## config.mk

```make
export PLATFORM = sky130hd
export DESIGN_NAME = mem_arbiter
export DESIGN_NICKNAME = d
export VERILOG_FILES = /design/src/rtl/mem_arbiter.sv
export SDC_FILE = /design/constraint.sdc
export NUM_CORES = 1
export LEC_CHECK = 0
export CORE_UTILIZATION = 31
export DETAILED_ROUTE_END_ITERATION = 16
export PLACE_DENSITY = 0.6
export SLEW_MARGIN = 20
export SYNTH_ARGS = -nofsm -noshare
export SYNTH_HDL_FRONTEND = slang
export SYNTH_SLANG_ARGS = --single-unit
```

## constraint.sdc

```tcl
create_clock -name clk -period 8.49 [get_ports clk]
set_input_delay 2.1225 -clock clk [delete_from_list [all_inputs] [get_ports clk]]
set_output_delay 2.1225 -clock clk [all_outputs]
set_load 0.03 [all_outputs]
```

## src/rtl/mem_arbiter.sv

```systemverilog
// mem_arbiter: shares one data-memory port between the fetch unit and the
// load/store path. Round-robin on ties, one outstanding transaction, a
// registered response routed to the owner, and a timeout that turns a
// missing memory response into a bus-error response.
module mem_arbiter #(
    parameter int TIMEOUT = 255,
    parameter int CNT_W   = 8
) (
    input  logic        clk,
    input  logic        rst,
    input  logic        ifu_req_valid,
    output logic        ifu_req_ready,
    input  logic [31:0] ifu_addr,
    output logic        ifu_resp_valid,
    output logic [31:0] ifu_rdata,
    input  logic        lsu_req_valid,
    output logic        lsu_req_ready,
    input  logic [31:0] lsu_addr,
    input  logic        lsu_wen,
    input  logic [31:0] lsu_wdata,
    input  logic [2:0]  lsu_funct3,
    output logic        lsu_resp_valid,
    output logic [31:0] lsu_rdata,
    output logic        mem_req_valid,
    input  logic        mem_req_ready,
    output logic [31:0] mem_addr,
    output logic        mem_wen,
    output logic [31:0] mem_wdata,
    output logic [2:0]  mem_funct3,
    input  logic        mem_resp_valid,
    input  logic [31:0] mem_rdata,
    output logic        busy,
    output logic        bus_err,
    output logic [31:0] err_addr
);

    typedef enum logic [1:0] {
        IDLE = 2'd0,
        REQ  = 2'd1,
        WAIT = 2'd2
    } state_t;

    // Last WAIT cycle index at which a missing response is turned into an error.
    localparam bit              TMO_EN   = (TIMEOUT != 0);
    localparam logic [CNT_W-1:0] CNT_LAST = CNT_W'((TIMEOUT > 0) ? (TIMEOUT - 1) : 0);

    state_t           state;
    state_t           state_nxt;
    logic             owner_lsu;   // 1 = LSU owns the outstanding transaction
    logic             last_lsu;    // 1 = LSU was granted most recently
    logic [CNT_W-1:0] cnt;
    logic             grant_lsu;
    logic             resp_hit;
    logic             tmo_hit;

    // Arbitration, handshake readies and FSM next-state decode.
    always_comb begin
        state_nxt     = state;
        grant_lsu     = lsu_req_valid && (!ifu_req_valid || !last_lsu);
        ifu_req_ready = 1'b0;
        lsu_req_ready = 1'b0;
        resp_hit      = 1'b0;
        tmo_hit       = 1'b0;
        case (state)
            IDLE: begin
                // Readies are masked during reset so every output reads 0.
                ifu_req_ready = !rst && ifu_req_valid && !grant_lsu;
                lsu_req_ready = !rst && grant_lsu;
                if (ifu_req_ready || lsu_req_ready)
                    state_nxt = REQ;
            end
            REQ: begin
                if (mem_req_ready)
                    state_nxt = WAIT;
            end
            WAIT: begin
                // A response arriving on the timeout cycle takes priority.
                resp_hit = mem_resp_valid;
                tmo_hit  = !mem_resp_valid && TMO_EN && (cnt == CNT_LAST);
                if (resp_hit || tmo_hit)
                    state_nxt = IDLE;
            end
            default: state_nxt = IDLE;
        endcase
    end

    assign mem_req_valid = (state == REQ);
    assign busy          = (state != IDLE);

    // FSM state register.
    always_ff @(posedge clk or posedge rst) begin
        if (rst)
            state <= IDLE;
        else
            state <= state_nxt;
    end

    // Latch the granted request into the memory-side registers and record ownership.
    always_ff @(posedge clk or posedge rst) begin
        if (rst) begin
            mem_addr   <= '0;
            mem_wen    <= 1'b0;
            mem_wdata  <= '0;
            mem_funct3 <= '0;
            owner_lsu  <= 1'b0;
            last_lsu   <= 1'b0;
        end else if (lsu_req_ready) begin
            mem_addr   <= lsu_addr;
            mem_wen    <= lsu_wen;
            mem_wdata  <= lsu_wdata;
            mem_funct3 <= lsu_funct3;
            owner_lsu  <= 1'b1;
            last_lsu   <= 1'b1;
        end else if (ifu_req_ready) begin
            mem_addr   <= ifu_addr;
            mem_wen    <= 1'b0;
            mem_wdata  <= '0;
            mem_funct3 <= 3'b010;
            owner_lsu  <= 1'b0;
            last_lsu   <= 1'b0;
        end
    end

    // WAIT-state cycle counter; saturates so a disabled timeout never wraps.
    always_ff @(posedge clk or posedge rst) begin
        if (rst)
            cnt <= '0;
        else if (state == REQ && mem_req_ready)
            cnt <= '0;
        else if (state == WAIT && !resp_hit && !tmo_hit && cnt != '1)
            cnt <= cnt + 1'b1;
    end

    // Register the response (real or forced) toward its owner as a one-cycle pulse.
    always_ff @(posedge clk or posedge rst) begin
        if (rst) begin
            ifu_resp_valid <= 1'b0;
            lsu_resp_valid <= 1'b0;
            ifu_rdata      <= '0;
            lsu_rdata      <= '0;
        end else begin
            ifu_resp_valid <= (resp_hit || tmo_hit) && !owner_lsu;
            lsu_resp_valid <= (resp_hit || tmo_hit) && owner_lsu;
            if ((resp_hit || tmo_hit) && !owner_lsu)
                ifu_rdata <= resp_hit ? mem_rdata : 32'h0;
            if ((resp_hit || tmo_hit) && owner_lsu)
                lsu_rdata <= resp_hit ? mem_rdata : 32'h0;
        end
    end

    // Sticky error flag; only the first timed-out address is kept.
    always_ff @(posedge clk or posedge rst) begin
        if (rst) begin
            bus_err  <= 1'b0;
            err_addr <= '0;
        end else if (tmo_hit) begin
            bus_err <= 1'b1;
            if (!bus_err)
                err_addr <= mem_addr;
        end
    end

endmodule

```

* After elaboration in Yosys (flattened, before gate mapping)
Cells that the tools add are included.
** Word-level totals
- Register bits after elaboration :: 178
- Input bits :: 138
- Output and inout bits :: 171
- Logic and storage cells :: 70
** Cells by class
- $add $sub $neg :: 1
- Eq/ne operators :: 7
- Mux-type cells :: 20
- Bitwise operators :: 1
- Reductions and logical operators :: 28
** Operators by type and width (count)
- $mux W32 :: 5
- $mux W8 :: 2
- $logic_and A1 B1 Y1 :: 11
- $add A8 B1 Y8 const B :: 1
- $eq A8 B8 Y1 const B :: 1
- $ne A8 B8 Y1 const B :: 1
- $logic_not A1 Y1 :: 7
- $mux W1 :: 7
- $mux W2 :: 3
- $mux W3 :: 2
- $pmux W2 S3 :: 1
- $reduce_bool A2 Y1 :: 3
- $logic_or A1 B1 Y1 :: 4
- $ne A2 B2 Y1 const B :: 2
- $reduce_and A3 Y1 :: 1
- $eq A2 B1 Y1 const B :: 1
- $eq A2 B2 Y1 const B :: 1
- $logic_not A2 Y1 :: 1
- $ne A2 B1 Y1 const B :: 1
- $reduce_and A2 Y1 :: 1
- $not A1 Y1 :: 1

* Depth between registers and ports, before layout
Gate-level depths: netlist of the first run.
- Depth after elaboration :: 8
- Mapped depth :: 7
- Gate-level depth less buffers :: 6

* Worst setup path after synthesis of the first run
No wires, ideal clock.
- Path kind :: input-to-output
- Start point :: input rst
- End point :: output lsu_req_ready
- Arrival :: 2.995 ns
- Data required time :: 6.367 ns
- Slack :: 3.372 ns
- Stages :: 4
- Path buffers :: 1
- Path through :: nor3_1 nand3_1 inv_2 buf_2
** On the way
- Cells in the longest elaborated chain, start to end :: 3
** RTL lines
- start: declaration :: line 10 : input logic rst,
- $logic_not A1 Y1 (no line)
- $logic_and A1 B1 Y1 :: line 68 : lsu_req_ready = !rst && grant_lsu;
- $mux W1 :: line 64 : case (state)
- end: declaration :: line 17 : output logic lsu_req_ready,
No other way between the ends.

* Final worst setup path of the first run
Same ends and word-level chain as after synthesis.

==> flow_summary.ini, run 1 <==
[clock_network]
numCtsBuffers = 17
cts_root_buf = clkbuf_16
path_clk_slew_ns = 0.06
cts.sinks = 178
cts_hold_buf = 0
cts_tree = built
htreeDepth = 4
postCtsSetupBuffers = 0
clock_latency_ns = 0.43
ctsResizeCount = 0
cts.path.max_buffers = 2

[worst_setup_path]
worstPathArrival_ns = 4.47
critical_path.endpoint_type = output port
crit_fanout = 37
crit_type = in -> out
required_ns = 6.37
startpoint_type = primary input

[cells_and_area]
drive_gt1_share_pct = 10.53
diodes = 0
synthToLayoutAreaGrowth_pct = 54.46
final_nets = 972
fillCellCount = 2024
fin_cells = 1125

[synthesis]
yosysTopAreaCell = dfrtp_1
netlist_area_sq_um = 7077
postSynthCellCount = 539
ys_top_cells_by_area = dfrtp_1 (63%), a32o_1 (9.1%), mux2_4 (6.4%)
yosysSeqAreaShare_pct = 62.94
ys.flop_type = dfrtp_1
synth_mux_area_share_pct = 6.825
synth_top_cell_area_share_pct = 62.94
syn_area_per_cell_sq_um = 13.13
ys_seq_elements = 178
synth_compound_area_share_pct = 18.25
synthXorXnorAreaFrac_pct = 0.4950
synthDistinctLibCells = 38
ys_warn_count = 0
synth_fp_nets = 679
synth_fa_ha_area_share_pct = 0.3536
async_flop_share_pct = 100.0
synth_enable_flop_cells = 0
synth-simple-area-share_pct = 6.648
synth_top_family_by_area = compound AO/OA/AOI/OAI gates

[routing]
avgViaCountPerCell = 4.949
vias = 5568
drc_errors = 0
drtPass1Iterations = 6
ant_nets = 0
wl_microns = 20590
drtIter0Drc = 216
wl_per_cell_microns = 18.30

[pwr]
total_power_mw = 4.040
power_density_nw_per_um2 = 369.6
p_leak_nw = 4.729
peakVddDrop_mv = 0.2193

[global_routing]
grt_pass1_vias = 5790
grt-ovfl-total = 0
antenna_found_initial = 0
grt_max_degree = 83
grt_first_pass_wirelength_microns = 32780
track_usage_pct = 18.10

[timing]
worst_slack_ns = 1.898
rsz0062_at_grt = no
fin_crit_ns = 6.592
clock_skew_ns = 0.01635
hold_ws_ns = 0.4885
timing.fmax_mhz = 151.7
fin_crit_sh_pct = 77.65
setup_viol = 0
worst_slew_pin_slew_ns = 0.7948
maxSlewHeadroom_pct = 47.01
hold_violations = 0
fin_tns_setup_ns = 0
slew_violations = 0

[placed_design]
gp_congestion = 0.7228
post-dp-hpwl_microns = 13870
dp_cells = 1093
place_ws_ns = 1.825
port-buffer-count = 308

[die]
dieArea_sq_um = 23440
chipWidth_microns = 153.1
core-area_sq_um = 22090
rows = 54
ioPinCount = 309
start_util_pct = 32.03
die_h_microns = 153.1

[run]
cap_violations = 0

[hold_path]
hold_class = reg -> reg

[run_status]
outcome = complete, no violations
-- report_power, final --
group	switching, mW	internal (mW)
combinational	1.08	0.835
sequential	0.203	1.17
clock	0.363	0.396
total	1.64	2.40
-- cell type report --
cell class | instances | area [sq um] | area share (%)
clock buffer | 20 | 446.7 | 4.087
clock inverter | 12 | 111.4 | 1.019
inverter | 21 | 83.83 | 0.7669
multi-input combinational | 295 | 2323 | 21.26
sequential | 178 | 4454 | 40.75
tap | 280 | 350.3 | 3.205
timing repair buffer | 319 | 3161 | 28.91
-- final timing paths --
kind,startpoint,end,slack (ns),cells after the start
setup / recovery,rst,lsu_req_ready,1.90,6
hold / removal,lsu_rdata[1]$_DFFE_PP0P_,lsu_rdata[1]$_DFFE_PP0P_,0.49,1
setup reg to reg,state[0]$_DFFE_PP0P_,ifu_rdata[2]$_DFFE_PP0P_,6.12,5
hold reg to reg,lsu_rdata[1]$_DFFE_PP0P_,lsu_rdata[1]$_DFFE_PP0P_,0.49,1
max in group asynchronous,rst,lsu_rdata[1]$_DFFE_PP0P_,5.08,3
min in group asynchronous,rst,lsu_rdata[25]$_DFFE_PP0P_,2.18,2
-- layout by cell type, fill, tap and decap left out, types with 3 or more instances in the layout --
| cell type | n |
|---|---|
| clkdlybuf4s50_1 | 307 |
| dfrtp_1 | 178 |
| a32o_1 | 64 |
| nand2_1 | 45 |
| a22o_1 | 35 |
| mux2_4 | 30 |
| nor2_1 | 26 |
| a31oi_1 | 20 |
| inv_1 | 19 |
| a21oi_1 | 17 |
| clkbuf_16 | 17 |
| o22ai_1 | 13 |
| buf_4 | 11 |
| inv_6 | 6 |
| nand2b_1 | 5 |
| o21ai_0 | 4 |
| inv_8 | 4 |
| nand3_1 | 3 |
| xor2_1 | 3 |
| clkinvlp_4 | 3 |
-- cells in the mapped netlist (2+ instances only) --
| cell | instances |
|---|---|
| nor2_1 | 27 |
| a31oi_1 | 20 |
| nand2b_1 | 6 |
| o22ai_1 | 13 |
| mux2_2 | 2 |
| a22o_1 | 35 |
| o21ai_0 | 4 |
| and2_1 | 3 |
| buf_2 | 17 |
| or2_2 | 2 |
| nand2_1 | 45 |
| mux2_4 | 30 |
| buf_12 | 3 |
| dfrtp_1 | 178 |
| xor2_1 | 3 |
| nand3_1 | 4 |
| a32o_1 | 64 |
| clkbuf_1 | 25 |
| nor2b_1 | 2 |
| a21oi_1 | 17 |
| inv_1 | 20 |
| or3_1 | 2 |
| ha_1 | 2 |
-- metrics by stage --
stage / utilization (%) / cell area [sq um]
after floorplan: - / 7077
after global placement: 46.95 / 10370
after detailed placement: 46.95 / 10370
after CTS: 49.47 / 10930
after global routing: 49.47 / 10930
final: 49.47 / 10930
-- registers in the layout, summed over array words and instances (netlist names) --
register,flops
err_addr,32
mem_funct3,3
lsu_rdata,32
state,2
cnt,8
mem_wen,1
last_lsu,1
mem_wdata,32
bus_err,1
ifu_rdata,32
ifu_resp_valid,1
mem_addr,32
lsu_resp_valid,1
-- cell families (layout without fill, tap and decap cells) --
family / Yosys count / in the layout
buffers and inverters: 66 / 372
and+or+nand+nor: 99 / 99
adders and majority gates: 2 / 2
AOI/OAI and AO/OA: 157 / 157
xor gates and xnor gates: 4 / 4
muxes: 33 / 33
DFF: 178 / 178
-- per-layer routing --
metal / up-vias / share of wire, % / track usage (%)
li1: 2588 / - / -
met3: 24 / 7.2 / 5.954
met1: 2733 / 45 / 23.61
met5: - / 0 / 0
met2: 223 / 47 / 28.81
met4: 0 / 1.5 / 4.762
-- critical path: stages --
cell	delay, ns
clkdlybuf4s50_1	0.49
nor3_1	0.47
nand3_2	0.16
inv_2	0.08
buf_4	0.37
clkdlybuf4s50_1	0.76
Power figures use the tool's default switching activity.
==> inputs of run 2 (changes only) <==
Settings changed: PLACE_DENSITY 0.6 to 0.62.
Clock period 8.49 ns to 5.4 ns, I/O delays scaled along.
==> flow_summary.ini, run 2 (synthesized netlist as in run 1, its figures left out) <==
[placed_design]
gp_congestion = 0.7342
post-dp-hpwl_microns = 13930
port-buffer-count = 308

[timing]
timing.fmax_mhz = 221.2
maxSlewHeadroom_pct = 36.85
hold_violations = 0
worst_slew_pin_slew_ns = 0.9452
rsz0062_at_grt = no
clock_skew_ns = 0.01105
setup_viol = 0
fin_tns_setup_ns = 0
fin_crit_sh_pct = 83.71
fin_crit_ns = 4.520
slew_violations = 0

[cells_and_area]
multiInputGateArea_sq_um = 2326
fillCellCount = 2008
final_common_cell = clkdlybuf4s50_1
diodes = 0
synthToLayoutAreaGrowth_pct = 54.58
seqCellArea_sq_um = 4454
final_util_pct = 49.51
final_nets = 972
drive_gt1_share_pct = 10.89
mostFrequentLayoutCells = clkdlybuf4s50_1 (306), dfrtp_1 (178), a32o_1 (64), nand2_1 (45), a22o_1 (35)

[routing]
drtIter0Drc = 300
wl_per_cell_microns = 18.12
drtPass1Iterations = 4
avgViaCountPerCell = 4.908
drc_errors = 0
wl_microns = 20380
ant_nets = 0
vias = 5521

[worst_setup_path]
max_stage_delay_ns = 0.70
r2r-end = lsu_rdata[28]$_DFFE_PP0P_
worstPathArrival_ns = 3.17
r2r_cells = 4
slowest_stage = clkdlybuf4s50_1
critical_path.endpoint_type = output port
cp_common_cell = clkdlybuf4s50_1
crit_type = in -> out
required_ns = 4.05
crit_start = rst
crit_fanout = 2
rrSetupSlack_ns = 2.89
startpoint_type = primary input
r2r_start = state[0]$_DFFE_PP0P_
path_cells = clkdlybuf4s50_1 -> nor3_1 -> nand3_2 -> inv_2 -> clkdlybuf4s50_1

[global_routing]
grt-ovfl-total = 0
antenna_found_initial = 0
grt_pass1_vias = 5712
track_usage_pct = 17.82
grt_max_degree = 70
grt_first_pass_wirelength_microns = 32440

[hold_path]
min_from = ifu_rdata[30]$_DFFE_PP0P_
hold_class = reg -> reg
hold_depth = 1
hold_end = ifu_rdata[30]$_DFFE_PP0P_

[die]
ioPinCount = 309
chipWidth_microns = 153.1
die_h_microns = 153.1
core-area_sq_um = 22090
dieArea_sq_um = 23440
rows = 54
start_util_pct = 32.03

[clock_network]
cts_tree = built
htreeDepth = 4
clock_latency_ns = 0.42
path_clk_slew_ns = 0.07
cts.sinks = 178
ctsResizeCount = 0
cts_root_buf = clkbuf_16
postCtsSetupBuffers = 0
numCtsBuffers = 17
cts.path.max_buffers = 2
cts_hold_buf = 0

[pwr]
peakVddDrop_mv = 0.2975
p_leak_nw = 4.741
power_density_nw_per_um2 = 579.1

[run]
cap_violations = 0

[run_status]
outcome = complete, no violations
-- run 2: worst max-delay path by stage --
stage | slack [ns] | cells past startpoint | end
floorplan | 1.77 | 1 | bus_err$_DFFE_PP0P_
global placement | 0.84 | 5 | lsu_req_ready
detailed placement | 0.89 | 5 | lsu_req_ready
CTS | 0.88 | 5 | lsu_req_ready
global route | 0.81 | 5 | lsu_req_ready
finish | 0.88 | 5 | lsu_req_ready
-- run 2: area by class of cell --
class | instances | share of cell area, %
clock buffer | 19 | 4.049
clock inverter | 13 | 1.029
inverter | 21 | 0.7549
multi-input combinational | 295 | 21.26
sequential | 178 | 40.72
tap | 280 | 3.203
timing repair buffer | 319 | 28.98
-- run 2: worst max-delay path, delay by kind of cell --
| family | cells | cell delay [ns] |
|---|---|---|
| AND/OR/NAND/NOR | 2 | 0.56 |
| buffers and inverters | 3 | 1.26 |
-- run 2: metrics by stage --
step                      area, sq um  worst slack, ns  total power [mW]  hold slack, ns  std cells
after global routing            10940           0.8123             6.654          0.5015       1125
after CTS                       10940           0.8808             6.427          0.4953       1125
after detailed placement        10380           0.8933             5.205          0.4801       1093
after global placement          10380           0.8364             5.184          0.4723       1093
final                           10940           0.8796             6.335          0.4900       1125
after floorplan                  7081            1.769             3.833          0.4737        539
-- run 2: layer usage --
metal	GRT usage [%]	routed length, microns	vias to the layer above
li1	-	-	2585
met2	28.68	9638	214
met5	0	0	-
met1	22.95	8995	2697
met4	5.868	384	0
met3	5.189	1363	25
-- run 2: power by group --
part           internal [mW]  total (mW)  leakage [nW]  switching [mW]
clock network          0.620        1.18         0.275           0.560
registers               1.83        2.15          2.27           0.315
logic                   1.31        3.01          2.19            1.69
total                   3.77        6.33          4.74            2.57
==> inputs of run 3 (changes only) <==
Clock period 5.4 ns to 3.6 ns, I/O delays scaled along.
==> flow_summary.ini, run 3 (synthesized netlist as in run 1, its figures left out) <==
[timing]
worst_slew_pin_slew_ns = 0.7701
rsz0062_at_grt = no
setup_viol = 0
slew_violations = 0
fin_crit_sh_pct = 84.14
worst_slack_ns = 0.5709
hold_violations = 0
timing.fmax_mhz = 330.1
clock_skew_ns = 0.01302
fin_tns_setup_ns = 0
maxSlewHeadroom_pct = 48.54
fin_crit_ns = 3.029

[placed_design]
port-buffer-count = 308
gp_congestion = 0.7775
placed_cell_area_sq_um = 10450
post-dp-hpwl_microns = 14440
dp_cells = 1097
place_ws_ns = 0.5655

[cells_and_area]
drive_gt1_share_pct = 10.95
mostFrequentLayoutCells = clkdlybuf4s50_1 (305), dfrtp_1 (178), a32o_1 (64), nand2_1 (45), a22o_1 (35)
diodes = 0
fillCellCount = 1993
final_common_cell = clkdlybuf4s50_1
design_area_sq_um = 11060
seqCellArea_sq_um = 4454
fin_cells = 1129
final_nets = 976
multiInputGateArea_sq_um = 2320
synthToLayoutAreaGrowth_pct = 56.22

[pwr]
total_power_mw = 9.720
peakVddDrop_mv = 0.4549
power_density_nw_per_um2 = 879.2
p_leak_nw = 4.790

[global_routing]
grt_first_pass_wirelength_microns = 33470
grt-ovfl-total = 0
grt_pass1_vias = 5756
track_usage_pct = 18.42
antenna_found_initial = 0
grt_max_degree = 65

[routing]
vias = 5612
drtIter0Drc = 342
wl_microns = 21050
avgViaCountPerCell = 4.971
drtPass1Iterations = 4
wl_per_cell_microns = 18.65
drc_errors = 0
ant_nets = 0

[clock_network]
cts_root_buf = clkbuf_16
cts_tree = built
cts.path.max_buffers = 2
postCtsSetupBuffers = 0
numCtsBuffers = 17
htreeDepth = 4
cts.sinks = 178
cts_hold_buf = 0
path_clk_slew_ns = 0.06
ctsResizeCount = 0
clock_latency_ns = 0.43

[worst_setup_path]
path_cells = clkdlybuf4s50_1 -> nor3_1 -> nand3_1 -> inv_1 -> buf_4
required_ns = 2.70
max_stage_delay_ns = 0.46
crit_type = in -> out
critical_path.endpoint_type = output port
slowest_stage = clkdlybuf4s50_1
worstPathArrival_ns = 2.13
crit_fanout = 3
startpoint_type = primary input

[die]
rows = 54
start_util_pct = 32.03
ioPinCount = 309
dieArea_sq_um = 23440
chipWidth_microns = 153.1
die_h_microns = 153.1
core-area_sq_um = 22090

[run_status]
outcome = complete, no violations

[run]
cap_violations = 0

[hold_path]
hold_class = reg -> reg
[run 3: path summary, 6_finish.rpt]
path                                           start                         to  slack, ns  cells after the start
setup / recovery                                 rst              ifu_req_ready       0.57                      5
hold / removal             ifu_rdata[22]$_DFFE_PP0P_  ifu_rdata[22]$_DFFE_PP0P_       0.49                      1
setup reg to reg                  cnt[0]$_DFFE_PP0P_   err_addr[21]$_DFFE_PP0P_       1.53                      6
hold reg to reg            ifu_rdata[22]$_DFFE_PP0P_  ifu_rdata[22]$_DFFE_PP0P_       0.49                      1
max in group asynchronous                        rst   mem_addr[11]$_DFFE_PP0P_       1.92                      3
min in group asynchronous                        rst       state[0]$_DFFE_PP0P_       0.99                      2
[run 3: final cells by class]
type                            instances  area share (%)
Timing Repair Buffer                  323           29.33
Multi-Input combinational cell        295           20.98
Sequential cell                       178           40.29
Clock buffer                           19           3.916
Inverter                               21          0.7469
Tap cell                              280           3.169
Clock inverter                         13           1.562
[run 3: metrics by stage]
step / util (%) / hold WS, ns
final: 50.04 / 0.4898
after global routing: 50.04 / 0.5021
after CTS: 50.04 / 0.4949
after detailed placement: 47.30 / 0.4798
after global placement: 47.17 / 0.4739
after floorplan: - / 0.4737
[run 3: report_power, final]
part	leakage [nW]	switching, mW	internal, mW
Clock	0.287	0.822	1.11
Combinational	2.23	2.54	2.00
Sequential	2.27	0.507	2.75
[run 3: layer usage]
layer	part of all wire [%]	wire [microns]	global-route usage, %
met1	44	9334	24.34
met2	47	9927	29.16
met3	6.3	1334	4.962
met4	2.2	457	6.253
met5	0	0	0
[run 3: worst max-delay path: cells and delay by family]
kind / cells / cell delay, ns
and+or+nand+nor: 2 / 0.46
buffers and inverters: 3 / 0.76
